$ cat src/rtl/median_win_ctrl.sv
// median_win_ctrl: sequencer and output stage for the 3x3 median filter.
// It tracks the raster position from valid/hs/vs and runs the frame-fill FSM.
// It delays the raw pixel, the select tag and the sync signals to match the
// filter latency, then muxes the filtered or border pixel onto a registered output.
// It also reports frame done and sticky geometry errors.
// Optional build macro: MEDIAN_BORDER_ZERO_EN. When it is defined, border pixels
// are output as 0. When it is undefined, border pixels are the raw pixel.
module median_win_ctrl #(
  parameter int DATA_WIDTH = 8,
  parameter int IMG_W      = 640,
  parameter int IMG_H      = 480,
  parameter int FILT_LAT   = 4,
  parameter int CNT_W      = 12
) (
  input  logic                  clk,
  input  logic                  reset_p,
  input  logic [DATA_WIDTH-1:0] data_in,
  input  logic                  data_in_valid,
  input  logic                  data_in_hs,
  input  logic                  data_in_vs,
  input  logic [DATA_WIDTH-1:0] filt_data,
  output logic [DATA_WIDTH-1:0] data_out,
  output logic                  data_out_valid,
  output logic                  data_out_hs,
  output logic                  data_out_vs,
  output logic [CNT_W-1:0]      col_cnt,
  output logic [CNT_W-1:0]      row_cnt,
  output logic [1:0]            state,
  output logic                  frame_done,
  output logic                  line_err,
  output logic                  ovf_err
);

  typedef enum logic [1:0] {
    IDLE = 2'd0,
    FILL = 2'd1,
    RUN  = 2'd2,
    DONE = 2'd3
  } state_e;

  localparam logic [CNT_W-1:0] IMG_W_C = CNT_W'(IMG_W);
  localparam logic [CNT_W-1:0] IMG_H_C = CNT_W'(IMG_H);
  localparam logic [CNT_W-1:0] ONE     = CNT_W'(1);
  localparam logic [CNT_W-1:0] TWO     = CNT_W'(2);
  localparam logic [CNT_W-1:0] CNT_MAX = '1;

  logic hsDly_q, vsDly_q;
  logic hsRise, hsFall, vsRise, vsFall, pixelIn, selIn, reachRow2;

  logic [CNT_W-1:0] colCnt_q, colCnt_d, rowCnt_q, rowCnt_d;
  logic             lineErr_q, lineErr_d, ovfErr_q, ovfErr_d;
  state_e           state_q, state_d;

  logic [FILT_LAT-1:0]   selPipe_q, validPipe_q, hsPipe_q, vsPipe_q;
  logic [DATA_WIDTH-1:0] dataPipe_q [FILT_LAT];

  logic [DATA_WIDTH-1:0] dataOut_q, dataOut_d, borderPix;
  logic                  validOut_q, hsOut_q, vsOut_q;

  // The edge reference follows the live hs/vs even during reset. This keeps a
  // reset released mid-frame from producing a false vs rise, so the FSM waits
  // for the next real frame start.
  always_ff @(posedge clk) begin
    hsDly_q <= data_in_hs;
    vsDly_q <= data_in_vs;
  end

  assign hsRise    = data_in_hs & ~hsDly_q;
  assign hsFall    = ~data_in_hs & hsDly_q;
  assign vsRise    = data_in_vs & ~vsDly_q;
  assign vsFall    = ~data_in_vs & vsDly_q;
  assign pixelIn   = data_in_valid & data_in_hs & data_in_vs;
  assign selIn     = pixelIn && (rowCnt_q >= TWO) && (colCnt_q >= TWO);
  assign reachRow2 = hsFall && data_in_vs && (rowCnt_q == ONE);

  // Raster counters and the sticky error flags. An error event in the same
  // cycle as a vs rise takes priority over the clear.
  always_comb begin
    colCnt_d  = colCnt_q;
    rowCnt_d  = rowCnt_q;
    lineErr_d = lineErr_q;
    ovfErr_d  = ovfErr_q;
    if (hsFall) begin
      colCnt_d = '0;
    end else if (pixelIn && (colCnt_q < IMG_W_C)) begin
      colCnt_d = colCnt_q + ONE;
    end
    if (vsRise) begin
      rowCnt_d = '0;
    end else if (hsFall && data_in_vs && (rowCnt_q != CNT_MAX)) begin
      rowCnt_d = rowCnt_q + ONE;
    end
    if (hsFall && (colCnt_q != IMG_W_C)) begin
      lineErr_d = 1'b1;
    end else if (vsRise) begin
      lineErr_d = 1'b0;
    end
    if ((pixelIn && (colCnt_q >= IMG_W_C)) || (hsRise && (rowCnt_q >= IMG_H_C))) begin
      ovfErr_d = 1'b1;
    end else if (vsRise) begin
      ovfErr_d = 1'b0;
    end
  end

  // Frame-fill FSM next state. A vs rise restarts filling from any state.
  always_comb begin
    state_d = state_q;
    if (vsRise) begin
      state_d = FILL;
    end else begin
      case (state_q)
        IDLE:    state_d = IDLE;
        FILL: begin
          if (vsFall)         state_d = DONE;
          else if (reachRow2) state_d = RUN;
        end
        RUN:     if (vsFall) state_d = DONE;
        DONE:    state_d = IDLE;
        default: state_d = IDLE;
      endcase
    end
  end

  // Border pixels are either the raw pixel or zero, depending on the build.
  always_comb begin
`ifdef MEDIAN_BORDER_ZERO_EN
    borderPix = '0;
`else
    borderPix = dataPipe_q[FILT_LAT-1];
`endif
  end

  // The output mux uses the delayed tag to pick the filtered or border pixel.
  // Gaps are output as 0.
  always_comb begin
    dataOut_d = '0;
    if (validPipe_q[FILT_LAT-1]) begin
      dataOut_d = selPipe_q[FILT_LAT-1] ? filt_data : borderPix;
    end
  end

  // All state registers, the free-running delay lines and the output stage.
  always_ff @(posedge clk) begin
    if (reset_p) begin
      colCnt_q    <= '0;
      rowCnt_q    <= '0;
      lineErr_q   <= 1'b0;
      ovfErr_q    <= 1'b0;
      state_q     <= IDLE;
      selPipe_q   <= '0;
      validPipe_q <= '0;
      hsPipe_q    <= '0;
      vsPipe_q    <= '0;
      for (int i = 0; i < FILT_LAT; i++) dataPipe_q[i] <= '0;
      dataOut_q   <= '0;
      validOut_q  <= 1'b0;
      hsOut_q     <= 1'b0;
      vsOut_q     <= 1'b0;
    end else begin
      colCnt_q       <= colCnt_d;
      rowCnt_q       <= rowCnt_d;
      lineErr_q      <= lineErr_d;
      ovfErr_q       <= ovfErr_d;
      state_q        <= state_d;
      selPipe_q[0]   <= selIn;
      validPipe_q[0] <= data_in_valid;
      hsPipe_q[0]    <= data_in_hs;
      vsPipe_q[0]    <= data_in_vs;
      dataPipe_q[0]  <= data_in;
      for (int i = 1; i < FILT_LAT; i++) begin
        selPipe_q[i]   <= selPipe_q[i-1];
        validPipe_q[i] <= validPipe_q[i-1];
        hsPipe_q[i]    <= hsPipe_q[i-1];
        vsPipe_q[i]    <= vsPipe_q[i-1];
        dataPipe_q[i]  <= dataPipe_q[i-1];
      end
      dataOut_q  <= dataOut_d;
      validOut_q <= validPipe_q[FILT_LAT-1];
      hsOut_q    <= hsPipe_q[FILT_LAT-1];
      vsOut_q    <= vsPipe_q[FILT_LAT-1];
    end
  end

  assign data_out       = dataOut_q;
  assign data_out_valid = validOut_q;
  assign data_out_hs    = hsOut_q;
  assign data_out_vs    = vsOut_q;
  assign col_cnt        = colCnt_q;
  assign row_cnt        = rowCnt_q;
  assign state          = state_q;
  assign frame_done     = (state_q == DONE);
  assign line_err       = lineErr_q;
  assign ovf_err        = ovfErr_q;

endmodule

$ cat config.mk
export PLATFORM = sky130hd
export DESIGN_NAME = median_win_ctrl
export DESIGN_NICKNAME = d
export VERILOG_FILES = /design/src/rtl/median_win_ctrl.sv
export SDC_FILE = /design/constraint.sdc
export NUM_CORES = 1
export LEC_CHECK = 0
export CORE_UTILIZATION = 55
export DETAILED_ROUTE_END_ITERATION = 8
export GPL_ROUTABILITY_DRIVEN = 0
export PLACE_DENSITY = 0.93
export SLEW_MARGIN = 20
export SYNTH_ARGS = -nofsm -noshare
export SYNTH_HDL_FRONTEND = slang
export SYNTH_SLANG_ARGS = --single-unit
$ cat constraint.sdc
create_clock -name clk -period 4.35 [get_ports clk]
set_clock_uncertainty 0.2 [all_clocks]
set_input_delay 1.0875 -clock clk [delete_from_list [all_inputs] [get_ports clk]]
set_output_delay 1.0875 -clock clk [all_outputs]
set_load 0.01 [all_outputs]
==> impl_metrics.csv <==
group,metric,value,unit
global_route,antenna_found_initial,0,
clock_tree,cts_max_level,3,
global_route,grt.overflow.total,0,
clock_tree,cts_setup_buffers,0,
power_and_ir_drop,power.internal,0.00117,W
timing,slew_viol_final,0,
cells_and_area,finish.instance_area,4050,sq um
power_and_ir_drop,combPwrFrac,7.0,%
cells_and_area,syn_to_final_growth,25.8,%
power_and_ir_drop,power.leakage,1.47,nW
yosys,synth_top_area_cell,"dfxtp_1",
global_route,grtUsageMet3,5.93,%
global_route,grt_pass1_wl,10200,um
floorplan,rows,27,
floorplan,die_area,6170,sq um
drt,first_pass_iters,4,
clock_tree,clk_path_buf_depth,2,
global_route,track_usage,21.5,%
setup_path,cp_cell_sequence,"clkdlybuf4s50_1 -> nand3b_1 -> or2_2 -> or4_1 -> a21oi_1",
cells_and_area,finish.net_count,410,
drt,drt_first_iter_violations,159,
cells_and_area,diodes,0,
cells_and_area,drive_above_1_share,5.99,%
timing,rsz0062_at_grt,"false",
yosys,synth_edf_count,0,
floorplan,die_y,78.5,um
yosys,synth_seq_cells,89,
placement,dp_hpwl,4210,um
clock_tree,cts-buffers-inserted,9,
global_route,use_met2,35.7,%
yosys,synthesis.area,3220,sq um
floorplan,fp.coreArea,5570,sq um
timing,fin_ws,1430,ps
timing,setup_viol,0,
setup_path,worstSetupStartpointType,"primary input",
yosys,synth.avg_cell_area,10.1,sq um
yosys,async_flop_share,0,%
floorplan,start_util,57.8,%
power_and_ir_drop,p_per_area,378,nW/um^2
cells_and_area,nFillCells,392,
yosys,synth_top_area_share,55.3,%
setup_path,required,4430,ps
floorplan,dieWidth,78.5,um
drt,wirelength,6290,um
power_and_ir_drop,switching_share,23.9,%
power_and_ir_drop,seq_power_share,55.4,%
global_route,first_global_vias,2238,
drt,routedWlPerCell,13.8,um
placement,io_buffers,60,
power_and_ir_drop,p_switching,0.000366,W
timing,max_freq,0.343,GHz
power_and_ir_drop,finalPower,0.00153,W
yosys,yosysUniqueCellTypes,42,
timing,finalWorstPathRequiredPeriod,2920,ps
timing,fin_crit_sh,67.1,%
clock_tree,cts_tree,"done",
global_route,met1_usage,25.8,%
yosys,synth.area.top_cells,"dfxtp_1, nor2b_1, ha_1, mux2i_1, nor2_1",
power_and_ir_drop,p_clk_share,37.6,%
global_route,grt_max_degree,59,
run_status,status,"complete, no violations",
setup_path,rrSetupSlack,2140,ps
placement,post_dp_cell_area,3850,sq um
power_and_ir_drop,ir_drop,0.297,mV
hold_path,min_path_type,"reg -> reg",
clock_tree,clkTransAtPathRegs,90,ps
clock_tree,cts_resized,0,
setup_path,cpPeakStageDelay,510,ps
placement,place_ws,1090,ps
drt,vias_per_cell,5.29,
yosys,yosysWarnings,0,
setup_path,path_max_fanout,8,
timing,fin_setup_tns,0,ps
yosys,synth_common_cells,"dfxtp_1, nor2b_1, nor2_1",
yosys,seq_area_frac_synth,55.3,%
yosys,synthCells,320,
yosys,yosysMostFrequentCell,"dfxtp_1",
drt,drc_errors,0,
setup_path,cp_top_family,"simple AND/OR/NAND/NOR gates",
timing,hold_viol_final,0,
yosys,syn_nets,351,
clock_tree,clk_latency,350,ps
setup_path,worstSetupPathType,"in -> reg",
yosys,synth_ff_type,"dfxtp_1",
job,cap_violations,0,
global_route,grt-busiest-layer,"met2",
clock_tree,cts_root_buf,"clkbuf_8",
floorplan,boundaryPins,61,
timing,relSlewSlack,38.5,%
clock_tree,hold_buffers,0,
setup_path,setup.worst_path.end_class,"flop",
drt,vias,2413,
setup_path,cp.buffers_inverters,1,
drt,antenna_left,0,
setup_path,slowest_stage,"clkdlybuf4s50_1",
setup_path,arrival,3000,ps
clock_tree,cts_num_sinks,89,
timing,worst_pin_slew,922,ps
metrics by stage:
step | utilization [%] | hold slack [ps] | cells
floorplan | - | 214 | 320
global placement | 69.1 | 217 | 440
detailed placement | 69.1 | 220 | 440
CTS | 72.7 | 242 | 456
global route | 72.7 | 253 | 456
finish | 72.7 | 242 | 456
final timing paths:
check	start	to	cells past startpoint
worst min-delay path	validPipe_q[2]$_SDFF_PP0_	validPipe_q[3]$_SDFF_PP0_	1
worst max-delay path	data_in_hs	row_cnt[7]$_SDFFE_PP0P_	5
worst max register to register	row_cnt[1]$_SDFFE_PP0P_	row_cnt[8]$_SDFFE_PP0P_	5
worst min register to register	validPipe_q[2]$_SDFF_PP0_	validPipe_q[3]$_SDFF_PP0_	1
layout make-up:
cell class                      instances  area, sq um  area share, %
Multi-Input combinational cell        207         1340           33.0
Clock inverter                          6         73.8           1.82
Timing Repair Buffer                   60          596           14.7
Clock buffer                           10          128           3.15
Tap cell                               72         90.1           2.22
Sequential cell                        89         1780           44.0
Inverter                               12         45.0           1.11
per-layer routing:
| metal | share of wire [%] | wire length [um] |
|---|---|---|
| met1 | 44 | 2760 |
| met2 | 49 | 3060 |
| met3 | 5.9 | 373 |
| met4 | 1.5 | 94 |
| met5 | 0 | 0 |
state kept, by name, summed over array words and instances, names as in the netlist:
signal and cells:
ovf_err 1, data_out_hs 1, col_cnt 12, dataPipe_q 32, selPipe_q 4, vsDly_q 1
data_out_vs 1, data_out_valid 1, data_out 8, validPipe_q 4, hsPipe_q 4, state 2
hsDly_q 1, row_cnt 12, line_err 1, vsPipe_q 4
cells in the final DEF (no fill, tap or decap), drive strengths merged, types with 7 or more instances in the layout:
| cell | netlist | layout |
|---|---|---|
| or3 | 10 | 10 |
| nand2 | 13 | 13 |
| ha | 10 | 10 |
| nor2 | 20 | 20 |
| or4 | 8 | 8 |
| nand3 | 7 | 7 |
| inv | 12 | 15 |
| clkdlybuf4s50 | 0 | 59 |
| o21ai | 11 | 11 |
| dfxtp | 89 | 89 |
| clkbuf | 10 | 10 |
| nand4 | 9 | 9 |
| nor2b | 49 | 49 |
| a21oi | 14 | 14 |
| mux2i | 8 | 8 |
cells by family (layout without fill, tap and decap cells):
| family | after synthesis | in the layout | share of synthesized area, % |
|---|---|---|---|
| xor+xnor | 3 | 3 | 0.816 |
| mux | 8 | 8 | 2.49 |
| flops | 89 | 89 | 55.3 |
| simple gates | 144 | 144 | 26.4 |
| buf+inv | 24 | 88 | 3.15 |
| compound gates | 42 | 42 | 7.96 |
| fa+ha+maj | 10 | 10 | 3.89 |
power groups by stage:
stage	logic, W	registers [W]	clock network (W)
after global placement	0.000101	0.000866	0
after floorplan	0.0000568	0.000868	0
after CTS	0.000108	0.000849	0.000582
after global routing	0.000118	0.000852	0.000620
final	0.000107	0.000849	0.000575
after detailed placement	0.000105	0.000868	0
Power figures use the tool's default switching activity.
